==> config.mk <==
export PLATFORM = sky130hd
export DESIGN_NAME = pipeline_2_flat
export DESIGN_NICKNAME = d
export VERILOG_FILES = /design/src/rtl/pipeline_2_pkg.sv /design/src/rtl/pipeline_2_if.sv /design/src/rtl/pipeline_2_pipe_field_reg.sv /design/src/rtl/pipeline_2.sv /design/src/flat_wrapper.sv
export SDC_FILE = /design/constraint.sdc
export NUM_CORES = 1
export LEC_CHECK = 0
export CORE_AREA = 4 4 96 165
export DETAILED_ROUTE_END_ITERATION = 8
export DIE_AREA = 0 0 100 169
export PLACE_DENSITY = 0.84
export REMOVE_ABC_BUFFERS = 1
export SLEW_MARGIN = 20
export SYNTH_ARGS = -nofsm -noshare
export SYNTH_HDL_FRONTEND = slang
export SYNTH_SLANG_ARGS = --single-unit
==> constraint.sdc <==
create_clock -name CLK -period 2 [get_ports CLK]
set_clock_uncertainty 0.1 [all_clocks]
set_input_delay 0.4 -clock CLK [delete_from_list [all_inputs] [get_ports CLK]]
set_output_delay 0.4 -clock CLK [all_outputs]
set_load 0.01 [all_outputs]
==> src/rtl/pipeline_2_pkg.sv <==
// Shared CPU constants for the ID/EX pipeline boundary: datapath, address and
// control-field widths plus the PC reset value.
package pipeline_2_pkg;

  localparam int unsigned DATA_W  = 32;
  localparam int unsigned REG_AW  = 5;
  localparam int unsigned ALUOP_W = 5;

  localparam int unsigned MEM_TO_REG_W = 2;
  localparam int unsigned ALU_SOURCE_W = 2;
  localparam int unsigned MEM_READ_W   = 3;
  localparam int unsigned MEM_WRITE_W  = 3;
  localparam int unsigned IMMI_SEL_W   = 3;

  // PC+4 resets to -4 so that the first fetched instruction lands at address 0.
  localparam logic [DATA_W-1:0] PC_RESET_VAL = 32'hFFFF_FFFC;

endpackage

==> src/rtl/pipeline_2_if.sv <==
// Decode-to-execute bundle crossing the ID/EX register. The decode side is the
// master; the pipeline register is the slave.
interface pipeline_2_if;
  import pipeline_2_pkg::*;

  // decode-side fields
  logic                    BRANCH;
  logic                    REG_DEST;
  logic                    REG_WRITE;
  logic [MEM_TO_REG_W-1:0] MEM_TO_REG;
  logic [ALU_SOURCE_W-1:0] ALU_SOURCE;
  logic [MEM_READ_W-1:0]   MEM_READ;
  logic [MEM_WRITE_W-1:0]  MEM_WRITE;
  logic [IMMI_SEL_W-1:0]   IMMI_SEL;
  logic [ALUOP_W-1:0]      ALU_OP;
  logic [DATA_W-1:0]       OUT1;
  logic [DATA_W-1:0]       OUT2;
  logic [DATA_W-1:0]       PC_INCREMENT4;
  logic [DATA_W-1:0]       SIGN_EXTENDED;
  logic [REG_AW-1:0]       RD1;
  logic [REG_AW-1:0]       RD2;
  logic                    BUSY_WAIT;

  // execute-side registered copies
  logic                    BRANCH_OUT;
  logic                    REG_DEST_OUT;
  logic                    REG_WRITE_OUT;
  logic [MEM_TO_REG_W-1:0] MEM_TO_REG_OUT;
  logic [ALU_SOURCE_W-1:0] ALU_SOURCE_OUT;
  logic [MEM_READ_W-1:0]   MEM_READ_OUT;
  logic [MEM_WRITE_W-1:0]  MEM_WRITE_OUT;
  logic [IMMI_SEL_W-1:0]   IMMI_SEL_OUT;
  logic [ALUOP_W-1:0]      ALU_OP_OUT;
  logic [DATA_W-1:0]       OUT1_OUT;
  logic [DATA_W-1:0]       OUT2_OUT;
  logic [DATA_W-1:0]       PC_INCREMENT4_OUT;
  logic [DATA_W-1:0]       SIGN_EXTENDED_OUT;
  logic [REG_AW-1:0]       RD1_OUT;
  logic [REG_AW-1:0]       RD2_OUT;

  modport master (
    output BRANCH, REG_DEST, REG_WRITE, MEM_TO_REG, ALU_SOURCE, MEM_READ,
           MEM_WRITE, IMMI_SEL, ALU_OP, OUT1, OUT2, PC_INCREMENT4,
           SIGN_EXTENDED, RD1, RD2, BUSY_WAIT,
    input  BRANCH_OUT, REG_DEST_OUT, REG_WRITE_OUT, MEM_TO_REG_OUT,
           ALU_SOURCE_OUT, MEM_READ_OUT, MEM_WRITE_OUT, IMMI_SEL_OUT,
           ALU_OP_OUT, OUT1_OUT, OUT2_OUT, PC_INCREMENT4_OUT,
           SIGN_EXTENDED_OUT, RD1_OUT, RD2_OUT
  );

  modport slave (
    input  BRANCH, REG_DEST, REG_WRITE, MEM_TO_REG, ALU_SOURCE, MEM_READ,
           MEM_WRITE, IMMI_SEL, ALU_OP, OUT1, OUT2, PC_INCREMENT4,
           SIGN_EXTENDED, RD1, RD2, BUSY_WAIT,
    output BRANCH_OUT, REG_DEST_OUT, REG_WRITE_OUT, MEM_TO_REG_OUT,
           ALU_SOURCE_OUT, MEM_READ_OUT, MEM_WRITE_OUT, IMMI_SEL_OUT,
           ALU_OP_OUT, OUT1_OUT, OUT2_OUT, PC_INCREMENT4_OUT,
           SIGN_EXTENDED_OUT, RD1_OUT, RD2_OUT
  );

endinterface

==> src/rtl/pipeline_2_pipe_field_reg.sv <==
// One pipeline-register field: width-parameterised flop with synchronous
// active-low reset to RST_VAL and a capture enable (low = hold).
module pipe_field_reg #(
  parameter int unsigned     W       = 1,
  parameter logic [W-1:0]    RST_VAL = '0
) (
  input  logic         clk_i,
  input  logic         rst_ni,
  input  logic         en_i,
  input  logic [W-1:0] d_i,
  output logic [W-1:0] q_o
);

  logic [W-1:0] field_d;
  logic [W-1:0] field_q;

  always_comb begin
    field_d = field_q;
    if (en_i) field_d = d_i;
  end

  // NOTE: reset is tested inside the clocked block so it only acts on an edge
  // and wins over the hold; state is written with <= so every field samples
  // its input before any field updates on the same edge.
  always_ff @(posedge clk_i) begin
    if (!rst_ni) field_q <= RST_VAL;
    else         field_q <= field_d;
  end

  assign q_o = field_q;

endmodule

==> src/rtl/pipeline_2.sv <==
// ID/EX pipeline register: latches decode-stage results for the execute stage
// and holds them while the memory system reports BUSY_WAIT.
module pipeline_2
  import pipeline_2_pkg::*;
(
  input  logic        CLK,
  input  logic        RESET,
  pipeline_2_if.slave bus
);

  logic capture_en;
  assign capture_en = ~bus.BUSY_WAIT;

  pipe_field_reg #(.W(1)) u_branch (
    .clk_i(CLK), .rst_ni(RESET), .en_i(capture_en),
    .d_i(bus.BRANCH), .q_o(bus.BRANCH_OUT)
  );

  pipe_field_reg #(.W(1)) u_reg_dest (
    .clk_i(CLK), .rst_ni(RESET), .en_i(capture_en),
    .d_i(bus.REG_DEST), .q_o(bus.REG_DEST_OUT)
  );

  pipe_field_reg #(.W(1)) u_reg_write (
    .clk_i(CLK), .rst_ni(RESET), .en_i(capture_en),
    .d_i(bus.REG_WRITE), .q_o(bus.REG_WRITE_OUT)
  );

  pipe_field_reg #(.W(MEM_TO_REG_W)) u_mem_to_reg (
    .clk_i(CLK), .rst_ni(RESET), .en_i(capture_en),
    .d_i(bus.MEM_TO_REG), .q_o(bus.MEM_TO_REG_OUT)
  );

  pipe_field_reg #(.W(ALU_SOURCE_W)) u_alu_source (
    .clk_i(CLK), .rst_ni(RESET), .en_i(capture_en),
    .d_i(bus.ALU_SOURCE), .q_o(bus.ALU_SOURCE_OUT)
  );

  pipe_field_reg #(.W(MEM_READ_W)) u_mem_read (
    .clk_i(CLK), .rst_ni(RESET), .en_i(capture_en),
    .d_i(bus.MEM_READ), .q_o(bus.MEM_READ_OUT)
  );

  pipe_field_reg #(.W(MEM_WRITE_W)) u_mem_write (
    .clk_i(CLK), .rst_ni(RESET), .en_i(capture_en),
    .d_i(bus.MEM_WRITE), .q_o(bus.MEM_WRITE_OUT)
  );

  pipe_field_reg #(.W(IMMI_SEL_W)) u_immi_sel (
    .clk_i(CLK), .rst_ni(RESET), .en_i(capture_en),
    .d_i(bus.IMMI_SEL), .q_o(bus.IMMI_SEL_OUT)
  );

  pipe_field_reg #(.W(ALUOP_W)) u_alu_op (
    .clk_i(CLK), .rst_ni(RESET), .en_i(capture_en),
    .d_i(bus.ALU_OP), .q_o(bus.ALU_OP_OUT)
  );

  pipe_field_reg #(.W(DATA_W)) u_out1 (
    .clk_i(CLK), .rst_ni(RESET), .en_i(capture_en),
    .d_i(bus.OUT1), .q_o(bus.OUT1_OUT)
  );

  pipe_field_reg #(.W(DATA_W)) u_out2 (
    .clk_i(CLK), .rst_ni(RESET), .en_i(capture_en),
    .d_i(bus.OUT2), .q_o(bus.OUT2_OUT)
  );

  // The only field with a nonzero reset value.
  pipe_field_reg #(.W(DATA_W), .RST_VAL(PC_RESET_VAL)) u_pc_increment4 (
    .clk_i(CLK), .rst_ni(RESET), .en_i(capture_en),
    .d_i(bus.PC_INCREMENT4), .q_o(bus.PC_INCREMENT4_OUT)
  );

  pipe_field_reg #(.W(DATA_W)) u_sign_extended (
    .clk_i(CLK), .rst_ni(RESET), .en_i(capture_en),
    .d_i(bus.SIGN_EXTENDED), .q_o(bus.SIGN_EXTENDED_OUT)
  );

  pipe_field_reg #(.W(REG_AW)) u_rd1 (
    .clk_i(CLK), .rst_ni(RESET), .en_i(capture_en),
    .d_i(bus.RD1), .q_o(bus.RD1_OUT)
  );

  pipe_field_reg #(.W(REG_AW)) u_rd2 (
    .clk_i(CLK), .rst_ni(RESET), .en_i(capture_en),
    .d_i(bus.RD2), .q_o(bus.RD2_OUT)
  );

endmodule

==> src/flat_wrapper.sv <==
// flat-port wrapper written by rule: the top's interface ports become plain ports
module pipeline_2_flat import pipeline_2_pkg::*;
  (CLK, RESET, bus_BRANCH, bus_REG_DEST, bus_REG_WRITE, bus_MEM_TO_REG, bus_ALU_SOURCE, bus_MEM_READ, bus_MEM_WRITE, bus_IMMI_SEL, bus_ALU_OP, bus_OUT1, bus_OUT2, bus_PC_INCREMENT4, bus_SIGN_EXTENDED, bus_RD1, bus_RD2, bus_BUSY_WAIT, bus_BRANCH_OUT, bus_REG_DEST_OUT, bus_REG_WRITE_OUT, bus_MEM_TO_REG_OUT, bus_ALU_SOURCE_OUT, bus_MEM_READ_OUT, bus_MEM_WRITE_OUT, bus_IMMI_SEL_OUT, bus_ALU_OP_OUT, bus_OUT1_OUT, bus_OUT2_OUT, bus_PC_INCREMENT4_OUT, bus_SIGN_EXTENDED_OUT, bus_RD1_OUT, bus_RD2_OUT);
  pipeline_2_if bus_i ();
  input  logic CLK;
  input  logic RESET;
  input wire logic [$bits(bus_i.BRANCH)-1:0] bus_BRANCH;
  input wire logic [$bits(bus_i.REG_DEST)-1:0] bus_REG_DEST;
  input wire logic [$bits(bus_i.REG_WRITE)-1:0] bus_REG_WRITE;
  input wire logic [$bits(bus_i.MEM_TO_REG)-1:0] bus_MEM_TO_REG;
  input wire logic [$bits(bus_i.ALU_SOURCE)-1:0] bus_ALU_SOURCE;
  input wire logic [$bits(bus_i.MEM_READ)-1:0] bus_MEM_READ;
  input wire logic [$bits(bus_i.MEM_WRITE)-1:0] bus_MEM_WRITE;
  input wire logic [$bits(bus_i.IMMI_SEL)-1:0] bus_IMMI_SEL;
  input wire logic [$bits(bus_i.ALU_OP)-1:0] bus_ALU_OP;
  input wire logic [$bits(bus_i.OUT1)-1:0] bus_OUT1;
  input wire logic [$bits(bus_i.OUT2)-1:0] bus_OUT2;
  input wire logic [$bits(bus_i.PC_INCREMENT4)-1:0] bus_PC_INCREMENT4;
  input wire logic [$bits(bus_i.SIGN_EXTENDED)-1:0] bus_SIGN_EXTENDED;
  input wire logic [$bits(bus_i.RD1)-1:0] bus_RD1;
  input wire logic [$bits(bus_i.RD2)-1:0] bus_RD2;
  input wire logic [$bits(bus_i.BUSY_WAIT)-1:0] bus_BUSY_WAIT;
  output wire logic [$bits(bus_i.BRANCH_OUT)-1:0] bus_BRANCH_OUT;
  output wire logic [$bits(bus_i.REG_DEST_OUT)-1:0] bus_REG_DEST_OUT;
  output wire logic [$bits(bus_i.REG_WRITE_OUT)-1:0] bus_REG_WRITE_OUT;
  output wire logic [$bits(bus_i.MEM_TO_REG_OUT)-1:0] bus_MEM_TO_REG_OUT;
  output wire logic [$bits(bus_i.ALU_SOURCE_OUT)-1:0] bus_ALU_SOURCE_OUT;
  output wire logic [$bits(bus_i.MEM_READ_OUT)-1:0] bus_MEM_READ_OUT;
  output wire logic [$bits(bus_i.MEM_WRITE_OUT)-1:0] bus_MEM_WRITE_OUT;
  output wire logic [$bits(bus_i.IMMI_SEL_OUT)-1:0] bus_IMMI_SEL_OUT;
  output wire logic [$bits(bus_i.ALU_OP_OUT)-1:0] bus_ALU_OP_OUT;
  output wire logic [$bits(bus_i.OUT1_OUT)-1:0] bus_OUT1_OUT;
  output wire logic [$bits(bus_i.OUT2_OUT)-1:0] bus_OUT2_OUT;
  output wire logic [$bits(bus_i.PC_INCREMENT4_OUT)-1:0] bus_PC_INCREMENT4_OUT;
  output wire logic [$bits(bus_i.SIGN_EXTENDED_OUT)-1:0] bus_SIGN_EXTENDED_OUT;
  output wire logic [$bits(bus_i.RD1_OUT)-1:0] bus_RD1_OUT;
  output wire logic [$bits(bus_i.RD2_OUT)-1:0] bus_RD2_OUT;
  assign bus_i.BRANCH = bus_BRANCH;
  assign bus_i.REG_DEST = bus_REG_DEST;
  assign bus_i.REG_WRITE = bus_REG_WRITE;
  assign bus_i.MEM_TO_REG = bus_MEM_TO_REG;
  assign bus_i.ALU_SOURCE = bus_ALU_SOURCE;
  assign bus_i.MEM_READ = bus_MEM_READ;
  assign bus_i.MEM_WRITE = bus_MEM_WRITE;
  assign bus_i.IMMI_SEL = bus_IMMI_SEL;
  assign bus_i.ALU_OP = bus_ALU_OP;
  assign bus_i.OUT1 = bus_OUT1;
  assign bus_i.OUT2 = bus_OUT2;
  assign bus_i.PC_INCREMENT4 = bus_PC_INCREMENT4;
  assign bus_i.SIGN_EXTENDED = bus_SIGN_EXTENDED;
  assign bus_i.RD1 = bus_RD1;
  assign bus_i.RD2 = bus_RD2;
  assign bus_i.BUSY_WAIT = bus_BUSY_WAIT;
  assign bus_BRANCH_OUT = bus_i.BRANCH_OUT;
  assign bus_REG_DEST_OUT = bus_i.REG_DEST_OUT;
  assign bus_REG_WRITE_OUT = bus_i.REG_WRITE_OUT;
  assign bus_MEM_TO_REG_OUT = bus_i.MEM_TO_REG_OUT;
  assign bus_ALU_SOURCE_OUT = bus_i.ALU_SOURCE_OUT;
  assign bus_MEM_READ_OUT = bus_i.MEM_READ_OUT;
  assign bus_MEM_WRITE_OUT = bus_i.MEM_WRITE_OUT;
  assign bus_IMMI_SEL_OUT = bus_i.IMMI_SEL_OUT;
  assign bus_ALU_OP_OUT = bus_i.ALU_OP_OUT;
  assign bus_OUT1_OUT = bus_i.OUT1_OUT;
  assign bus_OUT2_OUT = bus_i.OUT2_OUT;
  assign bus_PC_INCREMENT4_OUT = bus_i.PC_INCREMENT4_OUT;
  assign bus_SIGN_EXTENDED_OUT = bus_i.SIGN_EXTENDED_OUT;
  assign bus_RD1_OUT = bus_i.RD1_OUT;
  assign bus_RD2_OUT = bus_i.RD2_OUT;
  pipeline_2 u_core (.CLK(CLK), .RESET(RESET), .bus(bus_i));
endmodule
==> results of run 1 <==
metal layers:
metal,wire length [um],up-vias
li1,-,2328
met3,1220,65
met2,10600,198
met5,0,-
met4,1060,0
met1,6280,2258
through the flow:
stage	utilization (%)	instances	instance area, um^2	power, mW	worst slack [ns]
after floorplan	-	477	5690	3.91	1.15
after CTS	68.2	1022	9850	8.05	0.113
after detailed placement	64.2	990	9270	4.85	0.406
after global placement	64.2	990	9270	4.80	0.414
final	68.3	1025	9860	7.96	0.139
after global routing	68.3	1025	9860	8.27	0.0927
cell families (layout without fill, tap and decap cells):
family,Yosys count,in the layout,share of synthesized area (%)
AND/OR/NAND/NOR,159,159,15.4
flip-flops,159,159,53.2
buffers and inverters,35,365,4.75
multiplexers,159,159,26.6
other,0,3,0
placed cells by master, fill, tap and decap left out:
master           instances
clkinv_2                 3
buf_12                   4
clkdlybuf4s50_1        318
buf_4                   10
bufinv_16                2
clkinvlp_4               3
clkbuf_8                 2
nand2_1                 30
clkbuf_1                 2
mux2i_1                159
clkbuf_16               17
diode_2                  3
nor2b_1                129
dfxtp_1                159
inv_6                    4
sequential cells by signal, summed over array words and instances (netlist names):
signal / cells
u_core.u_alu_op.q_o: 5
u_core.u_alu_source.q_o: 2
u_core.u_branch.q_o: 1
u_core.u_immi_sel.q_o: 3
u_core.u_mem_read.q_o: 3
u_core.u_mem_to_reg.q_o: 2
u_core.u_mem_write.q_o: 3
u_core.u_out1.q_o: 32
u_core.u_out2.q_o: 32
u_core.u_pc_increment4.q_o: 32
u_core.u_rd1.q_o: 5
u_core.u_rd2.q_o: 5
u_core.u_reg_dest.q_o: 1
u_core.u_reg_write.q_o: 1
u_core.u_sign_extended.q_o: 32
worst max path at each step:
stage,start,endpoint,slack (ns),depth (start not counted)
after floorplan,u_core.u_alu_op.q_o[0]$_SDFFE_PN0N_,bus_ALU_OP_OUT[0],1.15,0
after global placement,bus_BUSY_WAIT,u_core.u_pc_increment4.q_o[3]$_SDFFE_PN1N_,0.41,4
after detailed placement,bus_BUSY_WAIT,u_core.u_pc_increment4.q_o[3]$_SDFFE_PN1N_,0.41,4
after CTS,u_core.u_sign_extended.q_o[4]$_SDFFE_PN0N_,bus_SIGN_EXTENDED_OUT[4],0.11,1
after global routing,u_core.u_out2.q_o[8]$_SDFFE_PN0N_,bus_OUT2_OUT[8],0.09,1
final,u_core.u_out2.q_o[8]$_SDFFE_PN0N_,bus_OUT2_OUT[8],0.14,1
cell type report:
type / instances / area, um^2 / share of cell area, %
clock inverter: 12 / 133 / 1.35
clock buffer: 20 / 447 / 4.53
multi-input combinational: 318 / 2510 / 25.5
antenna: 3 / 7.51 / 0.0762
timing repair buffer: 333 / 3350 / 34.0
sequential: 159 / 3180 / 32.3
tap: 180 / 225 / 2.28
power groups by stage:
stage / combinational [mW] / clock (mW) / sequential (mW)
global route: 1.39 / 3.39 / 3.48
detailed placement: 1.32 / 0 / 3.53
finish: 1.31 / 3.19 / 3.46
CTS: 1.33 / 3.26 / 3.47
global placement: 1.28 / 0 / 3.52
floorplan: 0.307 / 0 / 3.61
==> results.toml, run 1 <==
[cells_and_area]
area_delta_synth_final_pct = 64.9
fill_cells = 1095
fin_nets = 991
drive_above_1_share_pct = 5.34

[global_routing]
grt.met2_usage_pct = 40.6
overflow = 0
antenna_found_initial = 3
grt_use_total_pct = 22.3
met3_usage_pct = 6.23
grt_pass1_wl_um = 29000
grt_pass1_vias = 5420
grtUsageMet1_pct = 21.3
top_usage_layer = "met2"
grt_max_degree = 79

[pwr]
peakVddDrop_mv = 0.480
pwr-share-clk_pct = 40.1
p_per_area_mw_per_mm2 = 808
p_sw_share_pct = 23.8
power_frac_comb_pct = 16.4
p_leak_nw = 4.11
p_int_mw = 6.07
p_switching_mw = 1.90
power_frac_seq_pct = 43.5

[placement]
io_buffers = 320
dpl.hpwl_um = 15000
gp_congestion = 0.791

[logic_synthesis]
ys_seq_area_share_pct = 53.2
netlist_area_mm2 = 0.00598
synth_area_per_cell_um2 = 11.7
synthFlopType = "dfxtp_1"
synthesis.instances = 512
synth_warnings = 0
synth_top_area_cell = "dfxtp_1"
post_synth_main_area_contributors = "dfxtp_1, mux2i_1, nor2b_1"
synth-edff-count = 0
ys_ff_latch = 159
synthTopCellsByCount = "dfxtp_1, mux2i_1, nor2b_1, nand2_1, clkbuf_1"
synth_cell_types = 9
synthArstFlopShare_pct = 0
netlist.area_leader.share_pct = 53.2

[worst_setup_path]
startpoint_type = "flop"
crit_chain = "clkdlybuf4s50_1"
cpPeakStageDelay_ns = 0.62
worst-setup-path-type = "reg -> out"
ff2ff_path_depth = 2
r2r_end = "u_core.u_sign_extended.q_o[0]$_SDFFE_PN0N_"
end_kind = "primary output"
cp.arrival_ns = 1.36
cp_top_family = "buffers and inverters"
cp_num_buf_inv = 1
cpMaxStageDelayCell = "clkdlybuf4s50_1"
crit_required_ns = 1.50
ff2ff_setup_slack_ns = 1.23
regToRegStartpoint = "u_core.u_sign_extended.q_o[0]$_SDFFE_PN0N_"
critPathMaxFanout = 2

[hold_path]
hold_start = "RESET"
holdPathStages = 2
whs_endpoint = "u_core.u_pc_increment4.q_o[19]$_SDFFE_PN1N_"
worstHoldPathType = "in -> reg"

[clocking]
holdBufCountCts = 0
clkLatencyLatePin_ns = 0.41
clk_pin_slew_ns = 0.07
ctsHtreeMaxLevel = 4
clockBufferDepth = 2
cts-resized-gates = 0
cts-root-buf = "clkbuf_16"
cts_buffers = 17
cts_tree = "yes"
cts_setup_buffers = 0
cts.sinks = 159

[drt]
dr.pass1.iters = 5
drt_wl_total_um = 19200
drc = 0
dr.first_iter.drc_count = 66
vias_per_cell = 4.73
ant_nets = 0
vias = 4849
avgRoutedWirePerCell_um = 18.7

[sta]
hold_viol_final = 0
setup_viol = 0
fin_crit_ns = 1.86
slew_viol_final = 0
worst_slew_pin_slew_ns = 0.346
clock.fmax_mhz = 537
fin_crit_sh_pct = 93.0
rsz0062_at_grt = "false"
finalSetupTns_ns = 0
relSlewSlack_pct = 76.9
hold_slack_ns = 0.145

[outcome]
status = "finished clean"

[die]
initial_core_util_pct = 41.4
die_y_um = 169
core_mm2 = 0.0144
fp.dieW_um = 100
ios = 321
rows = 58
dieArea_mm2 = 0.0169

[run]
cap_violations = 0
No activity file was read; power rests on OpenSTA's default activity.
==> run 2, diff against run 1 <==
--- a/config.mk
+++ b/config.mk
@@ -9,8 +9,8 @@
 export DETAILED_ROUTE_END_ITERATION = 8
 export DIE_AREA = 0 0 100 169
 export PLACE_DENSITY = 0.84
-export REMOVE_ABC_BUFFERS = 1
 export SLEW_MARGIN = 20
 export SYNTH_ARGS = -nofsm -noshare
 export SYNTH_HDL_FRONTEND = slang
 export SYNTH_SLANG_ARGS = --single-unit
+export TNS_END_PERCENT = 30
==> run 2 against run 1 <==
Compared with the run above: setup slack better by 0.021 ns; global-route usage is 1.2 points lower; flip-flop and latch count stayed put; largest cell class unchanged; sequential share of layout area is 0.31 points lower; die area stayed put; critical path depth stayed put; first-iteration DRC count is 58% higher; cell count is 0.20% lower; total power is 4.6% higher.
==> results.toml, run 2 (synthesized netlist as in run 1, its figures left out) <==
[placement]
placed_area_mm2 = 0.00931
dpl.hpwl_um = 13900
gp_congestion = 0.794
io_buffers = 320

[global_routing]
grt_pass1_vias = 5438
grt_pass1_wl_um = 27900
antenna_found_initial = 0
overflow = 0
grt_use_total_pct = 21.0
grt_max_degree = 66

[sta]
hold_viol_final = 0
relSlewSlack_pct = 72.1
fin_crit_ns = 1.84
rsz0062_at_grt = "false"
finalSetupTns_ns = 0
fin_crit_sh_pct = 92.0
setup_viol = 0
clock.fmax_mhz = 544
slew_viol_final = 0
worst_slew_pin_slew_ns = 0.418

[clocking]
cts_setup_buffers = 0
cts.sinks = 159
cts-resized-gates = 0
cts_tree = "yes"
ctsHtreeMaxLevel = 4
cts-root-buf = "clkbuf_16"
clk_pin_slew_ns = 0.06
holdBufCountCts = 0
clkLatencyLatePin_ns = 0.40
cts_buffers = 17
clockBufferDepth = 2

[drt]
vias_per_cell = 4.75
drc = 0
avgRoutedWirePerCell_um = 17.6
dr.pass1.iters = 4
dr.first_iter.drc_count = 104
vias = 4856
drt_wl_total_um = 18000
ant_nets = 0

[worst_setup_path]
cpMaxStageDelayCell = "clkdlybuf4s50_1"
cp_top_family = "buffers and inverters"
cpPeakStageDelay_ns = 0.58
startpoint_type = "flop"
crit_required_ns = 1.50
worst-setup-path-type = "reg -> out"
critPathMaxFanout = 2
cp.arrival_ns = 1.34
crit_chain = "clkdlybuf4s50_1"
cp_num_buf_inv = 1
end_kind = "primary output"

[pwr]
finalPower_mw = 8.33
p_per_area_mw_per_mm2 = 837
p_leak_nw = 4.16
peakVddDrop_mv = 0.597

[cells_and_area]
area_delta_synth_final_pct = 66.5
final_core_util_pct = 68.9
final_common_cell = "clkdlybuf4s50_1"
final_cell_mix = "clkdlybuf4s50_1, mux2i_1, dfxtp_1"
drive_above_1_share_pct = 5.69
register_area_mm2 = 0.00318
n_antenna_cell = 0
fill_cells = 1052
stdcell_area_mm2 = 0.00995
fin_nets = 994
multiInputGateArea_mm2 = 0.00251

[die]
ios = 321
dieArea_mm2 = 0.0169
core_mm2 = 0.0144
die_y_um = 169
fp.dieW_um = 100
rows = 58
initial_core_util_pct = 41.4

[run]
cap_violations = 0

[outcome]
status = "finished clean"

[logic_synthesis]
syn_nets = 674

[hold_path]
worstHoldPathType = "in -> reg"
## run 2: cell types whose count changed in the layout (fill, tap and decap cells not counted), sizes merged
| cell | previous run | this run |
|---|---|---|
| clkinv | 3 | 0 |
| buf | 14 | 17 |
| bufinv | 2 | 5 |
| clkbuf | 21 | 19 |
| diode | 3 | 0 |
## run 2: cell type report
class	instances	area share, %
repair buffers	336	34.0
flip-flops and latches	159	32.0
multi-input cells	318	25.2
clock buffers	18	4.41
well taps	180	2.26
clock inverters	12	2.09
## run 2: stage by stage
step / hold WS [ns] / worst slack (ns) / std cells
3_5_place_dp: 0.361 / 0.407 / 993
4_1_cts: 0.240 / 0.137 / 1023
6_report: 0.258 / 0.160 / 1023
5_1_grt: 0.263 / 0.106 / 1023
3_3_place_gp: 0.358 / 0.447 / 993
2_1_floorplan: 0.416 / 0.685 / 512
## run 2: worst paths after layout
check        cells past startpoint  slack, ns                                         from                                          end
max                              1       0.16  u_core.u_sign_extended.q_o[29]$_SDFFE_PN0N_                    bus_SIGN_EXTENDED_OUT[29]
min                              2       0.26                                        RESET   u_core.u_pc_increment4.q_o[8]$_SDFFE_PN1N_
max reg2reg                      2       1.20  u_core.u_sign_extended.q_o[29]$_SDFFE_PN0N_  u_core.u_sign_extended.q_o[29]$_SDFFE_PN0N_
min reg2reg                      2       0.37   u_core.u_pc_increment4.q_o[3]$_SDFFE_PN1N_   u_core.u_pc_increment4.q_o[3]$_SDFFE_PN1N_
## run 2: routing by layer
metal	vias to the layer above	track usage, %	routed length, um	share of wire [%]
li1	2326	-	-	-
met1	2262	20.7	6120	34
met2	227	39.1	9680	54
met3	41	7.55	1590	8.8
met4	0	8.56	620	3.4
met5	-	0	0	0
## run 2: worst reg2reg max path: cells and delay by family, from the launching register on
family | cells | cell delay [ns]
AND/OR/NAND/NOR | 1 | 0.08
multiplexers | 1 | 0.18
flip-flops | 1 | 0.33
## run 2: power breakdown
group | switching, mW | internal [mW] | leakage, nW | total, mW
Combinational | 0.479 | 0.831 | 2.54 | 1.31
Sequential | 0.102 | 3.36 | 1.31 | 3.46
Clock | 1.30 | 2.25 | 0.306 | 3.56
